**src/rtl/uzneel_pkg.sv**
```systemverilog
// Shared types for the uzneel/gvgsqe frame interface: frame shape, element
// geometry, packer state encoding and the element-index-to-position decode.
package uzneel_pkg;

   localparam int ELEM_W = 3;
   localparam int N_ELEM = 18;
   localparam int CNT_W  = 5;

   typedef logic [2:3][0:2][2:4][ELEM_W-1:0] uzneel_t;
   typedef logic [1:1][2:2]                  gvgsqe_t;

   typedef enum logic {
      FILL = 1'b0,
      FULL = 1'b1
   } state_t;

   // Index widths match the declared ranges of uzneel_t: [2:3], [0:2], [2:4].
   typedef struct packed {
      logic [1:0] i;
      logic [1:0] j;
      logic [2:0] m;
   } elem_pos_t;

   // Element k lands at uzneel[2+k/9][(k/3)%3][2+k%3]; only k in 0..17 is meaningful.
   function automatic elem_pos_t elem_pos(input logic [CNT_W-1:0] k);
      elem_pos_t p;
      p.i = 2'd2 + 2'(k / 5'd9);
      p.j = 2'((k / 5'd3) % 5'd3);
      p.m = 3'd2 + 3'(k % 5'd3);
      return p;
   endfunction

endpackage

```
**src/rtl/uzneel_frame_packer.sv**
```systemverilog
// Packs 3-bit elements into the 54-bit uzneel frame plus its OR-reduction; frame valid the cycle after the last accept.
// Accepts only in FILL (in_ready from state alone); holds the frame in FULL until out_ready, abort overrides both.
module uzneel_frame_packer
   import uzneel_pkg::*;
#(
   parameter bit LAST_EN = 1'b1
) (
   input  logic                clk,
   input  logic                rst_n,
   input  logic                in_valid,
   input  logic [ELEM_W-1:0]   in_data,
   input  logic                in_last,
   output logic                in_ready,
   input  logic                abort,
   output logic                out_valid,
   input  logic                out_ready,
   output uzneel_t             uzneel,
   output gvgsqe_t             gvgsqe,
   output logic                out_short,
   output logic [CNT_W-1:0]    out_count
);

   localparam logic [CNT_W-1:0] K_LAST = CNT_W'(N_ELEM - 1);

   state_t           state_q, state_d;
   logic [CNT_W-1:0] k_q, k_d;
   uzneel_t          frame_q, frame_d;
   gvgsqe_t          gv_q, gv_d;
   logic             short_q, short_d;
   logic [CNT_W-1:0] count_q, count_d;
   elem_pos_t        pos;

   always_comb begin
      state_d = state_q;
      k_d     = k_q;
      frame_d = frame_q;
      short_d = short_q;
      count_d = count_q;
      pos     = elem_pos(k_q);

      if (abort) begin
         state_d = FILL;
         k_d     = '0;
         frame_d = '0;
         short_d = 1'b0;
         count_d = '0;
      end else begin
         case (state_q)
            FILL: begin
               if (in_valid) begin
                  frame_d[pos.i][pos.j][pos.m] = in_data;
                  k_d     = k_q + 1'b1;
                  count_d = k_q + 1'b1;
                  // in_last on the final element is redundant, so short stays 0 there.
                  if (k_q == K_LAST || (LAST_EN && in_last)) begin
                     state_d = FULL;
                     short_d = (k_q < K_LAST);
                  end
               end
            end
            FULL: begin
               if (out_ready) begin
                  state_d = FILL;
                  k_d     = '0;
                  frame_d = '0;
                  short_d = 1'b0;
                  count_d = '0;
               end
            end
            default: begin
               state_d = FILL;
            end
         endcase
      end

      gv_d = |frame_d;
   end

   always_ff @(posedge clk or negedge rst_n) begin
      if (!rst_n) begin
         state_q <= FILL;
         k_q     <= '0;
         frame_q <= '0;
         gv_q    <= '0;
         short_q <= 1'b0;
         count_q <= '0;
      end else begin
         state_q <= state_d;
         k_q     <= k_d;
         frame_q <= frame_d;
         gv_q    <= gv_d;
         short_q <= short_d;
         count_q <= count_d;
      end
   end

   assign in_ready  = (state_q == FILL);
   assign out_valid = (state_q == FULL);
   assign uzneel    = frame_q;
   assign gvgsqe    = gv_q;
   assign out_short = short_q;
   assign out_count = count_q;

endmodule

```
**config.mk**
```make
export PLATFORM = sky130hd
export DESIGN_NAME = uzneel_frame_packer
export DESIGN_NICKNAME = d
export VERILOG_FILES = /design/src/rtl/uzneel_pkg.sv /design/src/rtl/uzneel_frame_packer.sv
export SDC_FILE = /design/constraint.sdc
export NUM_CORES = 1
export LEC_CHECK = 0
export ABC_AREA = 1
export BUFFER_PORTS_ARGS = -buffer_cell sky130_fd_sc_hd__buf_2
export CORE_UTILIZATION = 60
export CTS_CLUSTER_SIZE = 40
export DETAILED_ROUTE_END_ITERATION = 8
export PLACE_DENSITY = 0.95
export SETUP_SLACK_MARGIN = 0.3
export SLEW_MARGIN = 10
export SYNTH_ARGS = -nofsm -noshare
export SYNTH_HDL_FRONTEND = slang
export SYNTH_SLANG_ARGS = --single-unit
```
**constraint.sdc**
```tcl
create_clock -name clk -period 10.2 [get_ports clk]
set_clock_uncertainty 0.2 [all_clocks]
set_input_delay 0.51 -clock clk [delete_from_list [all_inputs] [get_ports clk]]
set_output_delay 0.51 -clock clk [all_outputs]
set_load 0.05 [all_outputs]
```
==> results of run 1 <==
-- cells in the final DEF, fill, tap and decap left out, types with 5 or more instances in the layout --
cell type / n
nand2_1: 213
inv_1: 90
buf_2: 71
nand3_1: 70
nor2_1: 62
dfrtp_1: 62
nand4_1: 55
ha_1: 13
clkbuf_8: 11
o21ai_0: 10
a21oi_1: 8
nand2_2: 6
buf_4: 6
nand3_2: 5
nor2_4: 5
-- flip-flops by register name, indices dropped and copies added (netlist names) --
name / cells
uzneel: 54
out_count: 5
gvgsqe: 1
out_short: 1
out_valid: 1
-- cell type report --
cell class	instances	area, um^2	share of cell area
multi-input cells	478	2399	0.4725
flip-flops and latches	62	1551	0.3056
repair buffers	77	400.4	0.07888
inverters	94	352.8	0.06951
clock buffers	13	158.9	0.03130
well taps	99	123.9	0.02440
clock inverters	3	90.09	0.01775
-- power by group through the flow --
stage	combinational, mW	clock [mW]	sequential (mW)
after global routing	0.411	0.282	0.293
after floorplan	0.231	0	0.358
final	0.384	0.271	0.292
after CTS	0.373	0.272	0.291
after detailed placement	0.368	0	0.295
after global placement	0.356	0	0.294
-- through the flow --
stage               instance area, um^2  cells  power, mW  hold slack (ns)
finish                             5076    826     0.9470           0.1332
global route                       5076    826     0.9867           0.2230
CTS                                5076    826     0.9357           0.1531
detailed placement                 4827    810     0.6628           0.3083
global placement                   4827    810     0.6501           0.2771
floorplan                          4466    667     0.5898          0.01441
-- path summary, 6_finish.rpt --
kind                            slack, ns      endpoint    startpoint
worst max-delay path                 4.43        gvgsqe  out_count[1]
worst min-delay path                 0.13    uzneel[23]         rst_n
worst max register to register       4.43        gvgsqe  out_count[1]
worst min register to register       0.32     out_short     out_short
max in group asynchronous            9.13    uzneel[27]         rst_n
min in group clk                     0.31  out_count[1]      in_valid
-- routing by layer --
metal / vias to the layer above / share of wire
li1: 2249 / -
met1: 2190 / 0.39
met2: 313 / 0.48
met3: 43 / 0.090
met4: 0 / 0.034
met5: - / 0
-- cell families after synthesis --
kind of cell,count (synthesis),synth area share
simple gates,434,0.4542
xor+xnor,2,0.005605
flops,62,0.3474
fa+ha+maj,13,0.03643
buf+inv,127,0.1194
compound gates,29,0.03699
==> qor.csv, run 1 <==
stage,metric,value,unit
status,outcome,"finished, final reports clean",
routing,# DRC,0,
timing,max frequency,173.3,MHz
die,die width,88.27,um
worst_setup_path,Slowest Stage Delay on Critical Path,0.56,ns
clock_tree,CTS hold repair buffers,0,
grt,pin count of the biggest net entering global routing,63,
grt,Total Routing Usage GR,0.3293,
die,Die ar.,0.007792,mm^2
timing,Setup Viol. Count Final,0,
worst_hold_path,Min-Delay Path Class,primary input to asynchronous set/reset pin,
grt,vias in the first global route,4346,
timing,RSZ-0062 raised after global routing,no,
yosys,Cells after Synth,667,
grt,grt met3 use,0.05131,
cells_and_area,fin util,0.7036,
clock_tree,clock root buffer,clkbuf_8,
grt,busiest grt layer,met2,
pwr,Psw,0.4176,mW
grt,met1 GRT Util,0.4169,
pwr,Seq pwr share,0.308,
yosys,synth cell count leaders,"213 x nand2_1, 90 x inv_1, 70 x nand3_1, 63 x nor2_1, 62 x dfrtp_1",
timing,crit share post-route,0.5658,
clock_tree,CTS Sinks,62,
yosys,Mapped Area,0.004466,mm^2
timing,Slew @ Worst Pin,0.9610,ns
pwr,Lkg Pwr,3.010,nW
worst_setup_path,WP depth,35,
cells_and_area,NumNets Final,744,
worst_setup_path,CP Data Arrival Time,5.81,ns
grt,grt met2 use,0.5371,
pwr,Power Internal,0.5294,mW
placed_design,RD Place Congestion,0.8695,
pwr,share of total power in combinational logic,0.405,
cells_and_area,area grow syn2layout,13.67,%
routing,vias per cell,5.805,
pwr,PwrDens,186.6,mW/mm^2
yosys,asr flop ratio synth,1.000,
clock_tree,Skew-Pair Late Insertion Delay,0.34,ns
worst_setup_path,Worst Path Buf+Inv,4,
yosys,most common cell in the netlist,nand2_1,
grt,first-pass GRT wire length,19760,um
clock_tree,CTS Buffer Depth,2,
clock_tree,Clock transition at path regs,0.07,ns
routing,final wirelength,12290,um
cells_and_area,Filler Cell Count,576,
clock_tree,post_cts resized,0,
clock_tree,CTS tree,done,
placed_design,# port buffers,71,
timing,Slew HR,0.3586,
clock_tree,H-tree depth,3,
worst_setup_path,r2r worst-path depth,35,
worst_setup_path,"Data required, critical path",10.23,ns
cells_and_area,share of cells above drive strength 1,0.1719,
grt,Congestion Overflow GR,0,
yosys,yosys warns,0,
routing,drt wl/cell,14.88,um
yosys,Mean Syn Cell Area,6.695,um^2
die,core area,0.007214,mm^2
worst_setup_path,"critical path fanouts, max",11,
placed_design,Final HPWL DP,8230,um
worst_setup_path,type of the worst setup path,register to register,
die,die height,88.27,um
job,maximum capacitance violations,0,
yosys,number of synthesized flops with an enable pin,0,
yosys,"top cells by area, synth","dfrtp_1 35%, nand2_1 18%, nand3_1 7.8%, nand4_1 7.7%, inv_1 7.6%",
clock_tree,Post-CTS Setup Inserts,0,
die,Initial Utilization,0.6190,
pwr,clock share of power,0.286,
worst_setup_path,cell repeated most along the worst path,nand2_1,
yosys,Most used DFF post-synth,dfrtp_1,
yosys,synthesized flop and latch total,62,
worst_setup_path,Crit. End Element,register,
timing,PnR worst setup slack,4.429,ns
worst_setup_path,CP startpoint kind,register,
routing,Final ANT Viol Nets,0,
cells_and_area,ANT cells,0,
timing,TNS Setup,0,ns
timing,max-slew violations,0,
yosys,Synth top area share,0.3474,
die,Row Count,31,
yosys,sequential area share after synthesis,0.3474,
timing,"Hold Violations, Final",0,
routing,DR iter-0 viols,634,
grt,initial antenna violation count,0,
routing,DRT Pass-1 Iters,8,
die,IO Count,72,
yosys,"area leader, netlist",dfrtp_1,
worst_setup_path,cell family with the largest share of critical-path delay,simple AND/OR/NAND/NOR gates,
routing,via count,4795,
yosys,synthesized net count,689,
pwr,sw frac,0.4409,
worst_setup_path,Critical Path Slowest Stage Cell,dfrtp_1,
yosys,Cell variety after synth,38,
placed_design,Setup WS pre-CTS,4.650,ns
clock_tree,TritonCTS Buffers,9,
pwr,Peak supply drop,0.1100,mV
timing,clock period minus worst slack,5.771,ns
No activity file was read; power rests on OpenSTA's default activity.
==> inputs of run 2 (changes only) <==
--- a/config.mk
+++ b/config.mk
@@ -7,10 +7,10 @@
 export LEC_CHECK = 0
 export ABC_AREA = 1
 export BUFFER_PORTS_ARGS = -buffer_cell sky130_fd_sc_hd__buf_2
-export CORE_UTILIZATION = 60
+export CORE_UTILIZATION = 58
 export CTS_CLUSTER_SIZE = 40
 export DETAILED_ROUTE_END_ITERATION = 8
-export PLACE_DENSITY = 0.95
+export PLACE_DENSITY = 0.94
 export SETUP_SLACK_MARGIN = 0.3
 export SLEW_MARGIN = 10
 export SYNTH_ARGS = -nofsm -noshare
==> constraint.sdc (replaced) <==
create_clock -name clk -period 5.6 [get_ports clk]
set_clock_uncertainty 0.2 [all_clocks]
set_input_delay 0.28 -clock clk [delete_from_list [all_inputs] [get_ports clk]]
set_output_delay 0.28 -clock clk [all_outputs]
set_load 0.05 [all_outputs]
==> run 2 against run 1 <==
Final area rose by 8.9%. Clock power rose by 74%. Register-to-register slack got worse by 4.1 ns. Die area rose by 3.4%. Wire length rose by 17%. Critical endpoint unchanged. Global-route usage fell by 1.7 points. Combinational power rose by 130%. Sequential cell count did not move. Sequential power rose by 81%.
==> qor.csv, run 2 (same netlist as run 1, synthesis figures left out) <==
stage,metric,value,unit
status,outcome,"finished, final reports clean",
timing,clock period minus worst slack,5.254,ns
clock_tree,TritonCTS Buffers,9,
routing,Final ANT Viol Nets,0,
timing,Setup Viol. Count Final,0,
cells_and_area,share of cells above drive strength 1,0.2526,
cells_and_area,fin util,0.7539,
timing,max-slew violations,0,
worst_setup_path,Critical Path Slowest Stage Cell,dfrtp_2,
grt,pin count of the biggest net entering global routing,63,
placed_design,Setup WS pre-CTS,0.04927,ns
timing,WHS,0.05400,ns
placed_design,RD Place Congestion,0.8994,
placed_design,Final HPWL DP,8344,um
routing,final wirelength,14360,um
worst_setup_path,Crit. End Element,register,
routing,via count,5166,
routing,DR iter-0 viols,755,
routing,vias per cell,5.986,
die,IO Count,72,
worst_setup_path,cell family with the largest share of critical-path delay,simple AND/OR/NAND/NOR gates,
worst_setup_path,Worst Path Buf+Inv,5,
die,core area,0.007331,mm^2
worst_setup_path,CP startpoint kind,register,
routing,drt wl/cell,16.64,um
timing,crit share post-route,0.9383,
cells_and_area,"most common cell after layout, fill and taps aside",nand2_1,
cells_and_area,ANT cells,0,
die,Die ar.,0.008054,mm^2
worst_setup_path,"critical path fanouts, max",6,
cells_and_area,most frequent cells in the layout,"203 x nand2_1, 86 x inv_1, 71 x buf_2",
timing,PnR worst setup slack,0.3455,ns
grt,initial antenna violation count,0,
worst_setup_path,CP Data Arrival Time,5.35,ns
grt,Congestion Overflow GR,0,
timing,Slew HR,0.3740,
die,Initial Utilization,0.6091,
grt,first-pass GRT wire length,20400,um
clock_tree,Clock transition at path regs,0.07,ns
job,maximum capacitance violations,0,
grt,vias in the first global route,4508,
timing,max frequency,190.3,MHz
timing,"Hold Violations, Final",0,
timing,Slew @ Worst Pin,0.9380,ns
timing,TNS Setup,0,ns
routing,# DRC,0,
clock_tree,H-tree depth,3,
worst_setup_path,type of the worst setup path,register to register,
cells_and_area,Final Non-Filler Cells,863,
worst_setup_path,Slowest Stage Delay on Critical Path,0.46,ns
pwr,Power Total,1.875,mW
pwr,Peak supply drop,0.1965,mV
grt,Total Routing Usage GR,0.3122,
clock_tree,clock root buffer,clkbuf_8,
placed_design,Cells after DPL,812,
cells_and_area,Finished Cell Area,0.005527,mm^2
die,die height,89.75,um
clock_tree,CTS Sinks,62,
worst_setup_path,"Data required, critical path",5.70,ns
worst_hold_path,Min-Delay Path Class,primary input to register,
cells_and_area,Largest register FFs,54,
timing,RSZ-0062 raised after global routing,no,
die,Row Count,31,
clock_tree,Skew-Pair Late Insertion Delay,0.36,ns
clock_tree,CTS Buffer Depth,2,
die,die width,89.75,um
worst_setup_path,cell repeated most along the worst path,nand2_1,
cells_and_area,area grow syn2layout,23.76,%
cells_and_area,NumNets Final,781,
clock_tree,CTS tree,done,
placed_design,DP Area,0.004842,mm^2
pwr,PwrDens,339.2,mW/mm^2
routing,DRT Pass-1 Iters,9,
placed_design,# port buffers,71,
pwr,Lkg Pwr,3.206,nW
run 2: area by class of cell:
cell class / instances / area (um^2)
Multi-Input combinational cell: 482 / 2587
Sequential cell: 62 / 1554
Fill cell: 495 / 1804
Timing Repair Buffer: 110 / 665.6
Tap cell: 99 / 123.9
Clock buffer: 13 / 168.9
Inverter: 94 / 361.6
Clock inverter: 3 / 65.06
run 2: what timing repair did:
| action | CTS | global route |
|---|---|---|
| hold buffers | 1 | 0 |
| pin swaps | 3 | 44 |
| resized for setup | 8 | 44 |
| hold endpoints to repair | 62 | 0 |
| cloned | 3 | 2 |
| setup endpoints to repair | 1 | 4 |
| buffers inserted | 5 | 24 |
run 2: path summary, 6_finish.rpt:
check | startpoint | endpoint | slack (ns) | depth (start not counted)
max | out_count[1] | gvgsqe | 0.35 | 37
min reg2reg | out_short | out_short | 0.32 | 2
max reg2reg | out_count[1] | gvgsqe | 0.35 | 37
min | in_valid | out_valid | 0.05 | 3
max in group asynchronous | rst_n | out_count[1] | 4.18 | 3
min in group asynchronous | rst_n | uzneel[5] | 0.44 | 3
run 2: report_power, final:
| part | switching [mW] | internal, mW | leakage, nW | total [mW] |
|---|---|---|---|---|
| Combinational | 0.617 | 0.258 | 2.23 | 0.875 |
| Clock | 0.185 | 0.287 | 0.120 | 0.472 |
| Sequential | 0.0416 | 0.486 | 0.854 | 0.528 |
run 2: worst register-to-register path: cells and delay by family (launching register included):
family	cells	cell delay (ns)
buffers and inverters	5	0.47
and+or+nand+nor	29	3.47
DFF	1	0.46
adders and majority gates	3	0.59
run 2: per-layer routing:
metal | vias up | track usage | wire, um
li1 | 2334 | - | -
met3 | 84 | 0.05076 | 1438
met1 | 2374 | 0.3875 | 5152
met4 | 0 | 0.1653 | 688
met2 | 374 | 0.5224 | 7080
met5 | - | 0 | 0
